[src/rtl/mips_pkg.sv]
// Shared encodings for the multicycle MIPS controller: opcodes, datapath
// select codes, FSM state encoding and the Moore control word layout.
package mips_pkg;

  localparam logic [5:0] OP_RTYPE = 6'b000000;
  localparam logic [5:0] OP_J     = 6'b000010;
  localparam logic [5:0] OP_BEQ   = 6'b000100;
  localparam logic [5:0] OP_ADDI  = 6'b001000;
  localparam logic [5:0] OP_LW    = 6'b100011;
  localparam logic [5:0] OP_SW    = 6'b101011;

  localparam logic [1:0] ALU_OP_ADD   = 2'b00;
  localparam logic [1:0] ALU_OP_SUB   = 2'b01;
  localparam logic [1:0] ALU_OP_FUNCT = 2'b10;

  localparam logic [1:0] SRCB_REG     = 2'b00;
  localparam logic [1:0] SRCB_FOUR    = 2'b01;
  localparam logic [1:0] SRCB_IMM     = 2'b10;
  localparam logic [1:0] SRCB_IMM_SH2 = 2'b11;

  localparam logic [1:0] PC_SRC_ALU     = 2'b00;
  localparam logic [1:0] PC_SRC_ALU_OUT = 2'b01;
  localparam logic [1:0] PC_SRC_JUMP    = 2'b10;

  typedef enum logic [3:0] {
    S_FETCH   = 4'd0,
    S_DECODE  = 4'd1,
    S_MEM_ADR = 4'd2,
    S_MEM_RD  = 4'd3,
    S_MEM_WB  = 4'd4,
    S_MEM_WR  = 4'd5,
    S_EXECUTE = 4'd6,
    S_ALU_WB  = 4'd7,
    S_BRANCH  = 4'd8,
    S_ADDI_EX = 4'd9,
    S_ADDI_WB = 4'd10,
    S_JUMP    = 4'd11
  } state_t;

  // pc_write, pc_write_cond and ir_fetch are qualifiers that the top
  // combines with Mem_Ready / Zero to form the input-dependent strobes.
  typedef struct packed {
    logic       mem_req;
    logic       mem_write;
    logic       iord;
    logic       alu_src_a;
    logic [1:0] alu_src_b;
    logic [1:0] alu_op;
    logic [1:0] pc_src;
    logic       reg_dst;
    logic       mem_to_reg;
    logic       reg_write;
    logic       pc_write;
    logic       pc_write_cond;
    logic       ir_fetch;
  } ctrl_word_t;

endpackage

[src/rtl/mips_ctrl_word.sv]
// Moore decode: maps the controller state to its datapath control word.
module mips_ctrl_word
  import mips_pkg::*;
(
  input  logic [3:0]  state,
  output ctrl_word_t  cw
);

  always_comb begin
    cw = '0;
    case (state_t'(state))
      S_FETCH: begin
        cw.mem_req   = 1'b1;
        cw.alu_src_b = SRCB_FOUR;
        cw.alu_op    = ALU_OP_ADD;
        cw.pc_src    = PC_SRC_ALU;
        cw.ir_fetch  = 1'b1;
      end
      S_DECODE: begin
        cw.alu_src_b = SRCB_IMM_SH2;
        cw.alu_op    = ALU_OP_ADD;
      end
      S_MEM_ADR, S_ADDI_EX: begin
        cw.alu_src_a = 1'b1;
        cw.alu_src_b = SRCB_IMM;
        cw.alu_op    = ALU_OP_ADD;
      end
      S_MEM_RD: begin
        cw.mem_req = 1'b1;
        cw.iord    = 1'b1;
      end
      S_MEM_WB: begin
        cw.mem_to_reg = 1'b1;
        cw.reg_write  = 1'b1;
      end
      S_MEM_WR: begin
        cw.mem_req   = 1'b1;
        cw.mem_write = 1'b1;
        cw.iord      = 1'b1;
      end
      S_EXECUTE: begin
        cw.alu_src_a = 1'b1;
        cw.alu_src_b = SRCB_REG;
        cw.alu_op    = ALU_OP_FUNCT;
      end
      S_ALU_WB: begin
        cw.reg_dst   = 1'b1;
        cw.reg_write = 1'b1;
      end
      S_BRANCH: begin
        cw.alu_src_a     = 1'b1;
        cw.alu_src_b     = SRCB_REG;
        cw.alu_op        = ALU_OP_SUB;
        cw.pc_src        = PC_SRC_ALU_OUT;
        cw.pc_write_cond = 1'b1;
      end
      S_ADDI_WB: cw.reg_write = 1'b1;
      S_JUMP: begin
        cw.pc_src   = PC_SRC_JUMP;
        cw.pc_write = 1'b1;
      end
      default: cw = '0;
    endcase
  end

endmodule

[src/rtl/mips_multicycle_control.sv]
// Multicycle MIPS control FSM: state register, next-state logic and the
// gating of the Moore control word by Mem_Ready, Zero and reset.
module mips_multicycle_control
  import mips_pkg::*;
(
  input  logic       clk,
  input  logic       rst_n,
  input  logic [5:0] Opcode,
  input  logic       Zero,
  input  logic       Mem_Ready,
  output logic       Mem_Req,
  output logic       Mem_Write,
  output logic       IorD,
  output logic       IR_Write,
  output logic       PC_En,
  output logic [1:0] PC_Src,
  output logic       ALU_SrcA,
  output logic [1:0] ALU_SrcB,
  output logic [1:0] ALU_Op,
  output logic       Reg_Dst,
  output logic       Mem_to_Reg,
  output logic       Reg_Write,
  output logic       Illegal_Op
);

  state_t     state;
  state_t     state_next;
  state_t     state_eff;
  ctrl_word_t cw;
  logic       legal_op;

  always_ff @(posedge clk) begin
    if (!rst_n) state <= S_FETCH;
    else        state <= state_next;
  end

  always_comb begin
    legal_op = (Opcode == OP_LW)   || (Opcode == OP_SW)  ||
               (Opcode == OP_RTYPE) || (Opcode == OP_BEQ) ||
               (Opcode == OP_ADDI) || (Opcode == OP_J);
  end

  always_comb begin
    state_next = S_FETCH;
    case (state)
      S_FETCH:   state_next = Mem_Ready ? S_DECODE : S_FETCH;
      S_DECODE: begin
        case (Opcode)
          OP_LW, OP_SW: state_next = S_MEM_ADR;
          OP_RTYPE:     state_next = S_EXECUTE;
          OP_BEQ:       state_next = S_BRANCH;
          OP_ADDI:      state_next = S_ADDI_EX;
          OP_J:         state_next = S_JUMP;
          default:      state_next = S_FETCH;
        endcase
      end
      S_MEM_ADR: state_next = (Opcode == OP_LW) ? S_MEM_RD : S_MEM_WR;
      S_MEM_RD:  state_next = Mem_Ready ? S_MEM_WB : S_MEM_RD;
      S_MEM_WR:  state_next = Mem_Ready ? S_FETCH : S_MEM_WR;
      S_EXECUTE: state_next = S_ALU_WB;
      S_ADDI_EX: state_next = S_ADDI_WB;
      default:   state_next = S_FETCH;
    endcase
  end

  // Under reset the datapath selects show FETCH values regardless of the
  // stored state; strobes with side effects are forced low below.
  assign state_eff = rst_n ? state : S_FETCH;

  mips_ctrl_word u_ctrl_word (
    .state (state_eff),
    .cw    (cw)
  );

  assign Mem_Req    = rst_n & cw.mem_req;
  assign Mem_Write  = rst_n & cw.mem_write;
  assign Reg_Write  = rst_n & cw.reg_write;
  assign IR_Write   = rst_n & cw.ir_fetch & Mem_Ready;
  assign PC_En      = rst_n & ((cw.ir_fetch & Mem_Ready) | cw.pc_write |
                               (cw.pc_write_cond & Zero));
  assign Illegal_Op = rst_n & (state == S_DECODE) & ~legal_op;

  assign IorD       = cw.iord;
  assign PC_Src     = cw.pc_src;
  assign ALU_SrcA   = cw.alu_src_a;
  assign ALU_SrcB   = cw.alu_src_b;
  assign ALU_Op     = cw.alu_op;
  assign Reg_Dst    = cw.reg_dst;
  assign Mem_to_Reg = cw.mem_to_reg;

endmodule

[config.mk]
export PLATFORM = sky130hd
export DESIGN_NAME = mips_multicycle_control
export DESIGN_NICKNAME = d
export VERILOG_FILES = /design/src/rtl/mips_pkg.sv /design/src/rtl/mips_ctrl_word.sv /design/src/rtl/mips_multicycle_control.sv
export SDC_FILE = /design/constraint.sdc
export NUM_CORES = 1
export LEC_CHECK = 0
export BUFFER_PORTS_ARGS = -buffer_cell sky130_fd_sc_hd__buf_2
export CAP_MARGIN = 20
export CELL_PAD_IN_SITES_DETAIL_PLACEMENT = 1
export CELL_PAD_IN_SITES_GLOBAL_PLACEMENT = 1
export CORE_ASPECT_RATIO = 0.9
export CORE_MARGIN = 3
export CORE_UTILIZATION = 31
export DETAILED_ROUTE_END_ITERATION = 8
export PLACE_DENSITY_LB_ADDON = 0.1
export SYNTH_ARGS = -nofsm -noshare
export SYNTH_HDL_FRONTEND = slang
export SYNTH_HIERARCHICAL = 1
export SYNTH_SLANG_ARGS = --single-unit
export TNS_END_PERCENT = 30
[constraint.sdc]
create_clock -name clk -period 1.9 [get_ports clk]
set_input_delay 0.19 -clock clk [delete_from_list [all_inputs] [get_ports clk]]
set_output_delay 0.19 -clock clk [all_outputs]
set_load 0.01 [all_outputs]
==> results.sh, run 1 <==
export IMPL_status="finished clean"
export IMPL_maxCapViolations=0
export IMPL_postCtsSetupRepairBufs=0
export IMPL_yosysWarnings=6
export IMPL_synthSimpleGateAreaFrac_pct=49.89
export IMPL_die_x_um=51.86
export IMPL_reg2regPathDepth=4
export IMPL_netlist_area_um2=586.8
export IMPL_drcViolationCount=0
export IMPL_numCtsBuffers=3
export IMPL_placed_cells=131
export IMPL_totalPowerFinal_uw=267.1
export IMPL_synthAdderAreaFrac_pct=0
export IMPL_gp_congestion=0.7772
export IMPL_start_util_pct=33.84
export IMPL_grt_pass1_vias=643
export IMPL_hold_class="input pin to register"
export IMPL_cp_start_kind="register"
export IMPL_peakVddDrop_mv=0.1841
export IMPL_syn_area_per_cell_um2=6.986
export IMPL_synth_top_area_cell="dfxtp_1"
export IMPL_largest_reg_flops=4
export IMPL_vias=683
export IMPL_yosysTopAreaCellShare_pct=13.65
export IMPL_layout_nets=122
export IMPL_relSlewSlack_pct=73.67
export IMPL_drtIter0Drc=17
export IMPL_yosysSeqAreaShare_pct=13.65
export IMPL_num_rows=14
export IMPL_synth_xor_area_share_pct=4.478
export IMPL_whs_path_depth=3
export IMPL_synthMuxAreaShare_pct=0
export IMPL_port_buffers=25
export IMPL_setup_viol=0
export IMPL_die_h_um=47.28
export IMPL_critPathCaptureType="primary output"
export IMPL_cts_root_buf="clkbuf_4"
export IMPL_ctsHtreeMaxLevel=1
export IMPL_reg2reg_slack_ps=430
export IMPL_clk_latency_ps=240
export IMPL_wl_mm=1.616
export IMPL_largestRegisters="state x4"
export IMPL_r2r_start="state[0]$_SDFF_PN0_"
export IMPL_final_cell_count_no_fill=134
export IMPL_finalCriticalPeriod_ps=1783
export IMPL_synth_compound_area_share_pct=24.73
export IMPL_grt_usage_pct=14.83
export IMPL_critPathMaxFanout=5
export IMPL_synth_top_cells_by_area="dfxtp_1 14%, and2_1 8.5%, nand2b_1 7.5%"
export IMPL_antenna_found_initial=0
export IMPL_crit_chain="and2_1, or2_2, nor3_1, and3_1, a21o_1, buf_2"
export IMPL_path_delay_family="simple AND/OR/NAND/NOR gates"
export IMPL_crit_required_ps=1710
export IMPL_ant_nets=0
export IMPL_path_buf_inv=1
export IMPL_r2r_end="state[2]$_SDFF_PN0_"
export IMPL_cts_sinks=4
export IMPL_hold_path_endpoint="state[3]$_SDFF_PN0_"
export IMPL_power_density_nw_per_um2=349.4
export IMPL_skew_ps=6.818
export IMPL_vias_per_cell=5.097
export IMPL_p_leak_nw=0.3415
export IMPL_syn_to_final_growth_pct=30.28
export IMPL_fillers=238
export IMPL_worstMarginPinSlew_ps=389.5
export IMPL_arrival_ps=1590
export IMPL_drive_gt1_share_pct=37.27
export IMPL_hp_start="rst_n"
export IMPL_boundaryPins=26
export IMPL_holdWs_ps=317.0
export IMPL_grt_overflow=0
export IMPL_worst_path_max_delay_cell="or2_2"
export IMPL_syn_inst=84
export IMPL_cp_slowest_stage_delay_ps=350
export IMPL_max_freq_mhz=560.9
export IMPL_grt_pass1_wl_mm=2.718
export IMPL_final_period_utilization_pct=93.84
export IMPL_slew_violations=0
export IMPL_path_clk_slew_ps=40
export IMPL_finalHoldViolCount=0
export IMPL_yosys_cell_types_count=40
export IMPL_grt_max_degree=12
export IMPL_syn_nets=94
export IMPL_top_register="state"
export IMPL_coreArea_um2=1734
export IMPL_antenna_diode_count=0
export IMPL_wl_per_cell_um=12.06
export IMPL_cts_buffer_depth=2
export IMPL_grt_setup_unrepaired="no"
export IMPL_path_class="register to primary output"
export IMPL_hpwl_mm=1.361
export IMPL_synth_seq_cells=4
export IMPL_drtPass1Iterations=4
export IMPL_tritoncts="built"
export IMPL_dieArea_um2=2452
export IMPL_fin_setup_tns_ps=0
export IMPL_synth_top_family_by_area="simple AND/OR/NAND/NOR gates"
[synth_stat cells, drive strengths merged]
library cell	number
or3	2
o22a	1
nand4b	1
or2b	1
o22ai	2
xor2	1
inv	1
o31ai	1
o311ai	1
and3	1
a22oi	1
nor3	4
nor2	10
nand2	2
nand2b	7
a221oi	1
xnor2	2
dfxtp	4
buf	4
o21ai	6
a31oi	1
a31o	1
nor4b	1
nand3	2
or2	2
a211oi	1
clkbuf	2
nor3b	2
a21oi	4
nand3b	1
nor4bb	1
a21o	2
or3b	1
nor2b	2
and2	8
[report_power, final]
group	leakage (nW)	switching (mW)	internal [mW]	total [mW]
Combinational	0.294	0.0354	0.0335	0.0689
Clock	0.0138	0.0388	0.0709	0.110
Sequential	0.0333	0.00355	0.0849	0.0885
[area by class of cell]
cell class                 instances  area, µm²  share of cell area (%)
multi-input combinational         73      469.2                   61.37
timing repair buffer              29      155.1                   20.29
sequential                         4      83.83                   10.97
tap                               24      30.03                   3.928
clock buffer                       3      22.52                   2.946
inverter                           1      3.754                  0.4910
[timing repair]
action,in CTS,in global routing
hold buffers,0,0
endpoints found under the setup margin,4,4
gates resized for setup,1,4
[logic make-up after synthesis]
group | Yosys count
simple gates | 48
compound gates | 22
buf+inv | 7
flops | 4
xor+xnor | 3
[stage by stage]
stage | util (%) | setup slack, ps | cell area, µm²
global placement | 42.28 | 198.9 | 733.2
global route | 44.08 | 1.261 | 764.5
detailed placement | 42.28 | 192.4 | 733.2
CTS | 43.65 | 10.30 | 757.0
finish | 44.08 | 117.0 | 764.5
floorplan | - | 264.3 | 586.8
[layout by cell type, fill, tap and decap left out, types with 3 or more instances in the layout]
master / synthesis / layout
buf_4: 2 / 4
nor3_1: 4 / 4
o21ai_0: 5 / 5
dfxtp_1: 4 / 3
buf_2: 1 / 25
nor2_1: 10 / 10
clkbuf_4: 0 / 3
a21oi_1: 3 / 3
nand2b_1: 7 / 7
and2_1: 8 / 6
[worst min-delay path, stage by stage]
cell and delay [ps]:
buf_2 160, nand2_1 110, nor2b_1 50
[layer usage]
metal	up-vias	wire length, µm	global-route usage, %
met5	-	0	0
met4	0	19	7.853
met3	2	41	1.905
met2	12	735	22.56
met1	314	820	20.48
li1	355	-	-
[worst max path at each step]
stage	start	end	slack, ps	cells past startpoint
after floorplan	state[2]$_SDFF_PN0_	PC_En	260	6
after global placement	state[1]$_SDFF_PN0_	Mem_Req	200	6
after detailed placement	state[1]$_SDFF_PN0_	Mem_Req	190	6
after CTS	state[0]$_SDFF_PN0_	Mem_Req	10	5
after global routing	state[2]$_SDFF_PN0_	PC_En	1	6
final	state[2]$_SDFF_PN0_	PC_En	120	6
Note: power is estimated with default switching activity, not from simulation.
==> inputs of run 2 (changes only) <==
Settings changed: REMOVE_ABC_BUFFERS set to 1.
==> run 2 against run 1 <==
  * Sequential share of layout area decreased by 0.46 points
  * Power is 1.1% higher
  * Die area unchanged
  * Via count shrank 0.15%
  * Clock skew is 1.5 ps lower
  * Register-to-register slack improved by 60 ps
  * Non-clock buffer count is the same
  * Core utilization is 0.14 points lower
==> results.sh, run 2 (same netlist as run 1, synthesis figures left out) <==
export IMPL_relSlewSlack_pct=71.46
export IMPL_peakVddDrop_mv=0.1974
export IMPL_top_register="state"
export IMPL_port_buffers=25
export IMPL_antenna_diode_count=0
export IMPL_dieArea_um2=2452
export IMPL_final_period_utilization_pct=93.57
export IMPL_max_freq_mhz=562.5
export IMPL_worst_path_max_delay_cell="dfxtp_1"
export IMPL_hpwl_mm=1.436
export IMPL_drtIter0Drc=6
export IMPL_postCtsHoldBufs=0
export IMPL_vias=682
export IMPL_grt_pass1_vias=559
export IMPL_p_leak_nw=0.3386
export IMPL_cp_slowest_stage_delay_ps=310
export IMPL_cts_sinks=4
export IMPL_path_clk_slew_ps=30
export IMPL_fillers=235
export IMPL_cts_root_buf="clkbuf_4"
export IMPL_drcViolationCount=0
export IMPL_arrival_ps=1590
export IMPL_wl_mm=1.758
export IMPL_wirelength_met1_um=875
export IMPL_wl_met2_um=798
export IMPL_cts_buffer_depth=2
export IMPL_largest_reg_flops=4
export IMPL_final_common_cell="buf_2"
export IMPL_numCtsBuffers=3
export IMPL_boundaryPins=26
export IMPL_cpMostUsedCell="a21o_1"
export IMPL_fin_setup_tns_ps=0
export IMPL_path_delay_family="simple AND/OR/NAND/NOR gates"
export IMPL_die_h_um=47.28
export IMPL_critPathMaxFanout=6
export IMPL_antenna_found_initial=0
export IMPL_drtPass1Iterations=3
export IMPL_critPathCaptureType="primary output"
export IMPL_cts_resized=0
export IMPL_grt_usage_pct=15.03
export IMPL_crit_required_ps=1710
export IMPL_power_density_nw_per_um2=354.3
export IMPL_num_rows=14
export IMPL_ant_nets=0
export IMPL_clk_latency_ps=240
export IMPL_largestRegisters="state x4"
export IMPL_start_util_pct=33.84
export IMPL_finalCriticalPeriod_ps=1778
export IMPL_grt_setup_unrepaired="no"
export IMPL_wl_met3_um=67
export IMPL_finalHoldViolCount=0
export IMPL_coreArea_um2=1734
export IMPL_die_x_um=51.86
export IMPL_top_layer="met4"
export IMPL_tritoncts="built"
export IMPL_ctsHtreeMaxLevel=1
export IMPL_final_seq_area_um2=80.08
export IMPL_vias_per_cell=5.090
export IMPL_layout_nets=122
export IMPL_wl_per_cell_um=13.12
export IMPL_drive_gt1_share_pct=36.36
export IMPL_maxCapViolations=0
export IMPL_path_buf_inv=1
export IMPL_setup_viol=0
export IMPL_crit_chain="and2_1, nand2b_2, nor3_1, a21o_1, a21o_1, buf_2"
export IMPL_mostFrequentLayoutCells="25 x buf_2, 10 x nor2_1, 7 x and2_1"
export IMPL_gp_congestion=0.7474
export IMPL_grt_overflow=0
export IMPL_skew_ps=5.336
export IMPL_status="finished clean"
export IMPL_cp_start_kind="register"
export IMPL_grt_pass1_wl_mm=2.725
export IMPL_worstMarginPinSlew_ps=422.2
export IMPL_syn_to_final_growth_pct=29.85
export IMPL_postCtsSetupRepairBufs=0
export IMPL_grt_max_degree=13
export IMPL_totalPowerFinal_uw=269.9
export IMPL_multi_input_area_um2=470.5
export IMPL_path_class="register to primary output"
export IMPL_hold_class="input pin to register"
export IMPL_slew_violations=0
==> run 2: cell counts in the layout (fill, tap and decap cells not counted) <==
No cell type changed its count.
==> run 2: cell type report <==
cell class	instances	area share, %
multi-input combinational	73	61.74
tap	24	3.941
sequential	4	10.51
inverter	1	0.4926
timing repair buffer	29	20.36
clock buffer	3	2.956
==> run 2: through the flow <==
stage               hold WS [ps]  worst slack [ps]  util [%]  std cells  area [µm²]
finish                     334.5             122.1     43.94        134       762.0
global route               335.2             12.79     43.94        134       762.0
CTS                        328.4             52.04     43.58        134       755.7
detailed placement         580.8             214.8     42.28        131       733.2
global placement           559.8             243.4     42.28        131       733.2
floorplan                  333.7             263.8         -         78       548.0
==> run 2: routing by layer <==
metal	track usage [%]	vias up
li1	-	357
met1	21.60	310
met2	21.80	12
met3	2.857	3
met4	6.283	0
met5	0	-
==> run 2: worst min-delay path, delay by kind of cell <==
family | cells | cell delay, ps
and+or+nand+nor | 2 | 170
buffers and inverters | 1 | 160
==> run 2: worst paths after layout <==
| path | from | slack, ps | to | cells after the start |
|---|---|---|---|---|
| worst max-delay path | state[2]$_SDFF_PN0_ | 120 | PC_En | 6 |
| worst min-delay path | rst_n | 330 | state[3]$_SDFF_PN0_ | 3 |
| worst max register to register | state[1]$_SDFF_PN0_ | 490 | state[2]$_SDFF_PN0_ | 5 |
| worst min register to register | state[0]$_SDFF_PN0_ | 670 | state[2]$_SDFF_PN0_ | 3 |
==> run 2: power by group <==
part	switching (mW)	internal (mW)	leakage, nW
Clock	0.0380	0.0709	0.0138
Sequential	0.000872	0.0863	0.0325
Combinational	0.0394	0.0346	0.292
